$ cat config.mk
export PLATFORM = sky130hd
export DESIGN_NAME = psum_accumulate_writer
export DESIGN_NICKNAME = d
export VERILOG_FILES = /design/src/rtl/psum_accumulate_writer.sv
export SDC_FILE = /design/constraint.sdc
export NUM_CORES = 1
export LEC_CHECK = 0
export BUFFER_PORTS_ARGS = -buffer_cell sky130_fd_sc_hd__buf_2
export CORE_ASPECT_RATIO = 0.9
export CORE_MARGIN = 2
export CORE_UTILIZATION = 65
export CTS_BUF_LIST = sky130_fd_sc_hd__clkbuf_8 sky130_fd_sc_hd__clkbuf_16
export DETAILED_ROUTE_END_ITERATION = 12
export GPL_TIMING_DRIVEN = 0
export MAX_ROUTING_LAYER = met4
export PLACE_DENSITY = 0.81
export SYNTH_ARGS = -nofsm -noshare
export SYNTH_HDL_FRONTEND = slang
export SYNTH_SLANG_ARGS = --single-unit
$ cat constraint.sdc
create_clock -name clk -period 45.2 [get_ports clk]
set_clock_uncertainty 0.2 [all_clocks]
set_input_delay 9.04 -clock clk [delete_from_list [all_inputs] [get_ports clk]]
set_output_delay 9.04 -clock clk [all_outputs]
set_load 0.02 [all_outputs]
$ cat src/rtl/psum_accumulate_writer.sv
// psum_accumulate_writer: maps NoC psum tuples to GLB scratchpad addresses and writes
// or read-add-writes them, signalling done once the pass tuple count is reached.
module psum_accumulate_writer #(
  parameter int DATA_WIDTH = 16,
  parameter int ADDR_WIDTH = 16,
  parameter int F_WIDTH    = 6,
  parameter int m_WIDTH    = 8,
  parameter int n_WIDTH    = 3,
  parameter int e_WIDTH    = 8,
  parameter int p_WIDTH    = 5,
  parameter int t_WIDTH    = 3,
  parameter int CNT_WIDTH  = 24
) (
  input  logic                  clk,
  input  logic                  reset,
  input  logic                  start,
  input  logic                  accumulate,
  input  logic [F_WIDTH-1:0]    F,
  input  logic [n_WIDTH-1:0]    n,
  input  logic [e_WIDTH-1:0]    e,
  input  logic [p_WIDTH-1:0]    p,
  input  logic [t_WIDTH-1:0]    t,
  input  logic                  in_valid,
  output logic                  in_ready,
  input  logic [DATA_WIDTH-1:0] psum_data,
  input  logic [n_WIDTH-1:0]    psum_index,
  input  logic [m_WIDTH-1:0]    channel_index,
  input  logic [e_WIDTH-1:0]    row_index,
  input  logic [F_WIDTH-1:0]    col_index,
  output logic                  glb_rd_en,
  output logic [ADDR_WIDTH-1:0] glb_rd_addr,
  input  logic [DATA_WIDTH-1:0] glb_rd_data,
  output logic                  glb_wr_en,
  output logic [ADDR_WIDTH-1:0] glb_wr_addr,
  output logic [DATA_WIDTH-1:0] glb_wr_data,
  output logic                  busy,
  output logic                  done,
  output logic                  range_err
);
  localparam int PT_W   = p_WIDTH + t_WIDTH;
  localparam int FULL_W = m_WIDTH + e_WIDTH + F_WIDTH + n_WIDTH + 4;
  localparam int PROD_W = n_WIDTH + F_WIDTH + e_WIDTH + p_WIDTH + t_WIDTH + CNT_WIDTH;
  typedef enum logic [2:0] {IDLE, ACCEPT, READ, WRITE, DONE} state_t;
  state_t state, state_nx;
  logic [F_WIDTH-1:0]    f_r;
  logic [n_WIDTH-1:0]    n_r;
  logic [e_WIDTH-1:0]    e_r;
  logic [PT_W-1:0]       pt_r;
  logic [CNT_WIDTH-1:0]  total, count, count_inc, total_w;
  logic                  acc_r;
  logic [ADDR_WIDTH-1:0] rmw_addr, addr;
  logic [DATA_WIDTH-1:0] rmw_data;
  logic                  in_range, fire;
  // Address is formed at full precision before truncation so large passes alias predictably.
  assign addr = ADDR_WIDTH'(((FULL_W'(channel_index) * FULL_W'(e_r) + FULL_W'(row_index))
                * FULL_W'(f_r) + FULL_W'(col_index)) * FULL_W'(n_r) + FULL_W'(psum_index));
  assign total_w = CNT_WIDTH'(PROD_W'(n) * PROD_W'(F) * PROD_W'(e) * PROD_W'(p) * PROD_W'(t));
  assign in_range = (psum_index < n_r) && (col_index < f_r) && (row_index < e_r)
                  && (32'(channel_index) < 32'(pt_r));
  assign fire = (state == ACCEPT) && in_valid;
  assign count_inc = count + CNT_WIDTH'(1);
  always_comb begin
    state_nx    = state;
    in_ready    = 1'b0;
    busy        = 1'b0;
    done        = 1'b0;
    glb_rd_en   = 1'b0;
    glb_rd_addr = '0;
    glb_wr_en   = 1'b0;
    glb_wr_addr = '0;
    glb_wr_data = '0;
    case (state)
      IDLE: if (start) state_nx = (total_w == '0) ? DONE : ACCEPT;
      ACCEPT: begin
        in_ready = 1'b1;
        busy     = 1'b1;
        if (in_valid) begin
          if (in_range && acc_r) begin
            glb_rd_en   = 1'b1;
            glb_rd_addr = addr;
            state_nx    = READ;
          end else begin
            glb_wr_en   = in_range;
            glb_wr_addr = in_range ? addr : '0;
            glb_wr_data = in_range ? psum_data : '0;
            state_nx    = (count_inc == total) ? DONE : ACCEPT;
          end
        end
      end
      READ: begin
        busy     = 1'b1;
        state_nx = WRITE;
      end
      WRITE: begin
        busy        = 1'b1;
        glb_wr_en   = 1'b1;
        glb_wr_addr = rmw_addr;
        glb_wr_data = glb_rd_data + rmw_data;
        state_nx    = (count == total) ? DONE : ACCEPT;
      end
      DONE: begin
        done     = 1'b1;
        state_nx = IDLE;
      end
      default: state_nx = IDLE;
    endcase
  end
  // Falling-edge state to line up with the NoC controller.
  always_ff @(negedge clk or posedge reset) begin
    if (reset) begin
      state     <= IDLE;
      f_r       <= '0;
      n_r       <= '0;
      e_r       <= '0;
      pt_r      <= '0;
      total     <= '0;
      count     <= '0;
      acc_r     <= 1'b0;
      rmw_addr  <= '0;
      rmw_data  <= '0;
      range_err <= 1'b0;
    end else begin
      state <= state_nx;
      if (state == IDLE && start) begin
        f_r       <= F;
        n_r       <= n;
        e_r       <= e;
        pt_r      <= PT_W'(p) * PT_W'(t);
        total     <= total_w;
        acc_r     <= accumulate;
        count     <= '0;
        range_err <= 1'b0;
      end
      if (fire) begin
        count <= count_inc;
        if (!in_range) range_err <= 1'b1;
        if (in_range && acc_r) begin
          rmw_addr <= addr;
          rmw_data <= psum_data;
        end
      end
    end
  end
endmodule

---- Yosys cells after proc, flatten, opt, wreduce, memory -nomap -nowiden ----
Cells that the tools add are included.
word-level totals
  bits in writable memories ............... 0
  latch bits .............................. 0
  logic and storage cells ................. 80
  bits in read-only memories .............. 0
  input port bits ......................... 87
  output and inout port bits .............. 54
  register bits ........................... 110
  memories ................................ 0
cells by class
  muxes and demuxes ....................... 32
  equality and inequality tests ........... 8
  magnitude comparators ................... 4
  reduce and logical (&&, ||, !) cells .... 12
  div/mod/pow operators ................... 0
  shift-type cells ........................ 0
  bitwise gates (word level) .............. 0
  multipliers ............................. 8
  $add $sub $neg .......................... 5
operators by type and width
  cell                   number
  $mux 16                9
  $pmux 16 s2            2
  $eq 24x24->1           2
  $mux 24                2
  $add 23x6->24          1
  $add 24x1->24 const B  1
  $logic_not 24->1       1
  $mul 22x3->24          1
  $mul 24x3->16          1
  $mul 17x6->23          1
  $mul 17x5->22          1
  $mux 3                 6
  $add 16x8->17          1
  $mul 9x8->17           1
  $add 16x16->16         1
  $add 16x3->16          1
  $lt 8x8->1             2
  $mul 8x8->16           1
  $pmux 3 s4             1
  $mux 1                 11
  $mul 3x6->9            1
  $mul 5x3->8            1
  $eq 3x2->1 const B     2
  $logic_and 1x1->1      6
  other kinds (10)       12

---- Depth between registers and ports, before layout ----
  depth after elaboration ................. 10
  depth in mapped cells ................... 52
  depth with buffers taken out ............ 50

==> results.toml <==
[drt]
dr.pass1.iters = 7
postRouteAntennaNets = 0
drcViolationCount = 0
viasPerCell = 5.752
wl_um = 48410
vias = 17060
wl_per_cell_um = 16.33
drt-initial-drc-count = 1009

[placed_design]
dp_cells = 2950
placed_cell_area_um2 = 21430
gp_congestion = 0.9294
dp_hpwl_um = 40540
io_buffer_count = 130

[global_route]
grt_max_degree = 69
grt_pass1_vias = 17470
gr-usage-all-layers_pct = 31.85
grt_pass1_wl_um = 82370
overflow = 0
antenna_found_initial = 0

[critical_path]
crit_path_top_delay_cell = "xnor2_1"
cp-end-kind = "flip-flop"
crit_type = "in2reg"
start_kind = "input port"
slowest_delay_ns = 0.74
crit_fanout = 10
cp_common_cell = "fa_1"
r2r_setup_slack_ns = 34.15
arrival_ns = 21.89
critPathRequiredTime_ns = 22.61

[die]
die_h_um = 171.4
die_x_um = 190.0
fp.coreArea_um2 = 30760
dieArea_um2 = 32570
start_util_pct = 65.80
rows = 61
ioPinCount = 141

[run_status]
status = "finished, final reports clean"

[timing]
fin_setup_tns_ns = 0
report.final.slew_viol_count = 0
rsz0062_at_grt = "no"
worst_pin_slew_ns = 0.8959
slew_headroom_pct = 39.84
setup_violations = 0
hold_viol_final = 0

[clock_network]
clockRootBuffer = "clkbuf_16"
cts_sinks = 110
ctsHoldBuffers = 0
clkTransAtPathRegs_ns = 0.06
cts_max_level = 3
post_cts_buffers = 0
post_cts_resized = 0
clk_latency_ns = 0.36
clk_path_buf_depth = 2
numCtsBuffers = 9
cts_tree = "yes"

[cells_and_area]
layout.nets = 3103
synthToLayoutAreaGrowth_pct = 7.282
final_area_um2 = 21710
layout-drive-gt1-share_pct = 8.685
antennaDiodeCount = 0
final_cells = 2965

[logic_synthesis]
avgSynthCellArea_um2 = 8.398
ys_ff_latch = 110
synth_cells = 2410
syn_area_um2 = 20240
synth_warnings = 0
ys_async_sr_fraction_pct = 100.0
yosysUniqueCellTypes = 76
synth-edff-count = 0
synth_most_common_cell = "nand2_1"
synth_top_cell_area_share_pct = 22.26
ys_top_cells_by_area = "fa_1 (22%), ha_1 (15%), dfrtn_1 (14%), nand2_1 (7.3%), inv_1 (6.9%)"
seq_area_frac_synth_pct = 13.60
yosys_most_used_dff = "dfrtn_1"
synth_nets = 2961
synth_largest_area_cell = "fa_1"
synth_commonest_cells = "nand2_1 (393), inv_1 (374), ha_1 (239)"

[hold_path]
min_path_type = "reg2reg"

[run]
drv_cap = 0
==> sequential cells by signal, summed over array words and instances, names as in the netlist <==
name,flops
range_err,1
pt_r,8
state,3
f_r,6
n_r,3
e_r,8
rmw_data,16
rmw_addr,16
acc_r,1
total,24
count,24
==> routing by layer <==
layer  vias to the layer above  global-route usage [%]  part of all wire [%]
met5                         -                       -                     0
met1                      8380                   41.26                    44
met3                        78                   3.040                   5.7
met2                       523                   53.68                    48
li1                       8074                       -                     -
met4                         0                   9.134                   2.2
==> per-stage QoR <==
step	hold slack, ns	setup WS [ns]	util (%)
floorplan	0.2102	2.237	-
global placement	0.2190	0.7683	69.58
detailed placement	0.2267	0.5146	69.68
CTS	0.2267	0.8420	70.57
global route	0.2333	0.05796	70.59
finish	0.2265	0.7279	70.59
==> critical path, delay by kind of cell <==
family	cells	cell delay, ns
buffers and inverters	10	0.76
and+or+nand+nor	10	1.79
AOI/OAI and AO/OA	12	2.66
adders and majority gates	14	6.21
xor gates and xnor gates	4	1.40
==> layout by cell type, fill, tap and decap left out, types with 4 or more instances in the layout <==
master     count
a31oi_1       11
o21a_1        17
xnor2_1      108
o211ai_1      12
fa_1         225
o21bai_1      21
nand3_1       42
nor4_1         9
nor2_1        79
a211oi_1       9
and4_1         5
clkbuf_1      62
buf_6          4
o211a_1        4
nand4_1       24
ha_1         239
o21ai_0       88
or3_1          8
clkbuf_16      9
a22o_1        26
nor3b_1        4
buf_1          4
xor2_1        42
nor3_1        23
and2_1       161
nand2b_1      24
a21o_1        44
mux2_2        39
mux2i_1        5
inv_1        374
nand2_1      393
o31ai_1       11
and3_1        16
nor2b_1       28
a21oi_1       69
dfrtn_1      110
buf_2        137
==> area by class of cell <==
class | count | area, um^2
multi-input combinational | 1846 | 15730
fill | 2451 | 9045
sequential | 110 | 2753
inverter | 375 | 1411
timing repair buffer | 131 | 678.2
tap | 409 | 511.7
buffer | 79 | 359.1
clock buffer | 9 | 225.2
clock inverter | 6 | 48.80
==> logic make-up after synthesis <==
group | after synthesis | synth area share (%)
and+or+nand+nor | 843 | 20.38
adders and majority gates | 464 | 37.03
buffers and inverters | 454 | 8.735
AOI/OAI and AO/OA | 342 | 11.08
xor gates and xnor gates | 153 | 6.763
DFF | 110 | 13.60
muxes | 44 | 2.417
==> worst paths after layout <==
| check | from | endpoint | cells after the start |
|---|---|---|---|
| worst min-delay path | pt_r[7]$_DFFE_NP0P_ | pt_r[7]$_DFFE_NP0P_ | 2 |
| min in group asynchronous | reset | rmw_addr[13]$_DFFE_NP0P_ | 2 |
| worst min register to register | pt_r[7]$_DFFE_NP0P_ | pt_r[7]$_DFFE_NP0P_ | 2 |
| worst max-delay path | n[0] | state[0]$_DFFE_NP0P_ | 50 |
| worst max register to register | e_r[0]$_DFFE_NP0P_ | rmw_addr[15]$_DFFE_NP0P_ | 38 |
| max in group asynchronous | reset | total[12]$_DFFE_NP0P_ | 3 |
Power is not shown: default switching activity piles up to over one toggle a cycle in this logic, so the estimate is an artifact.
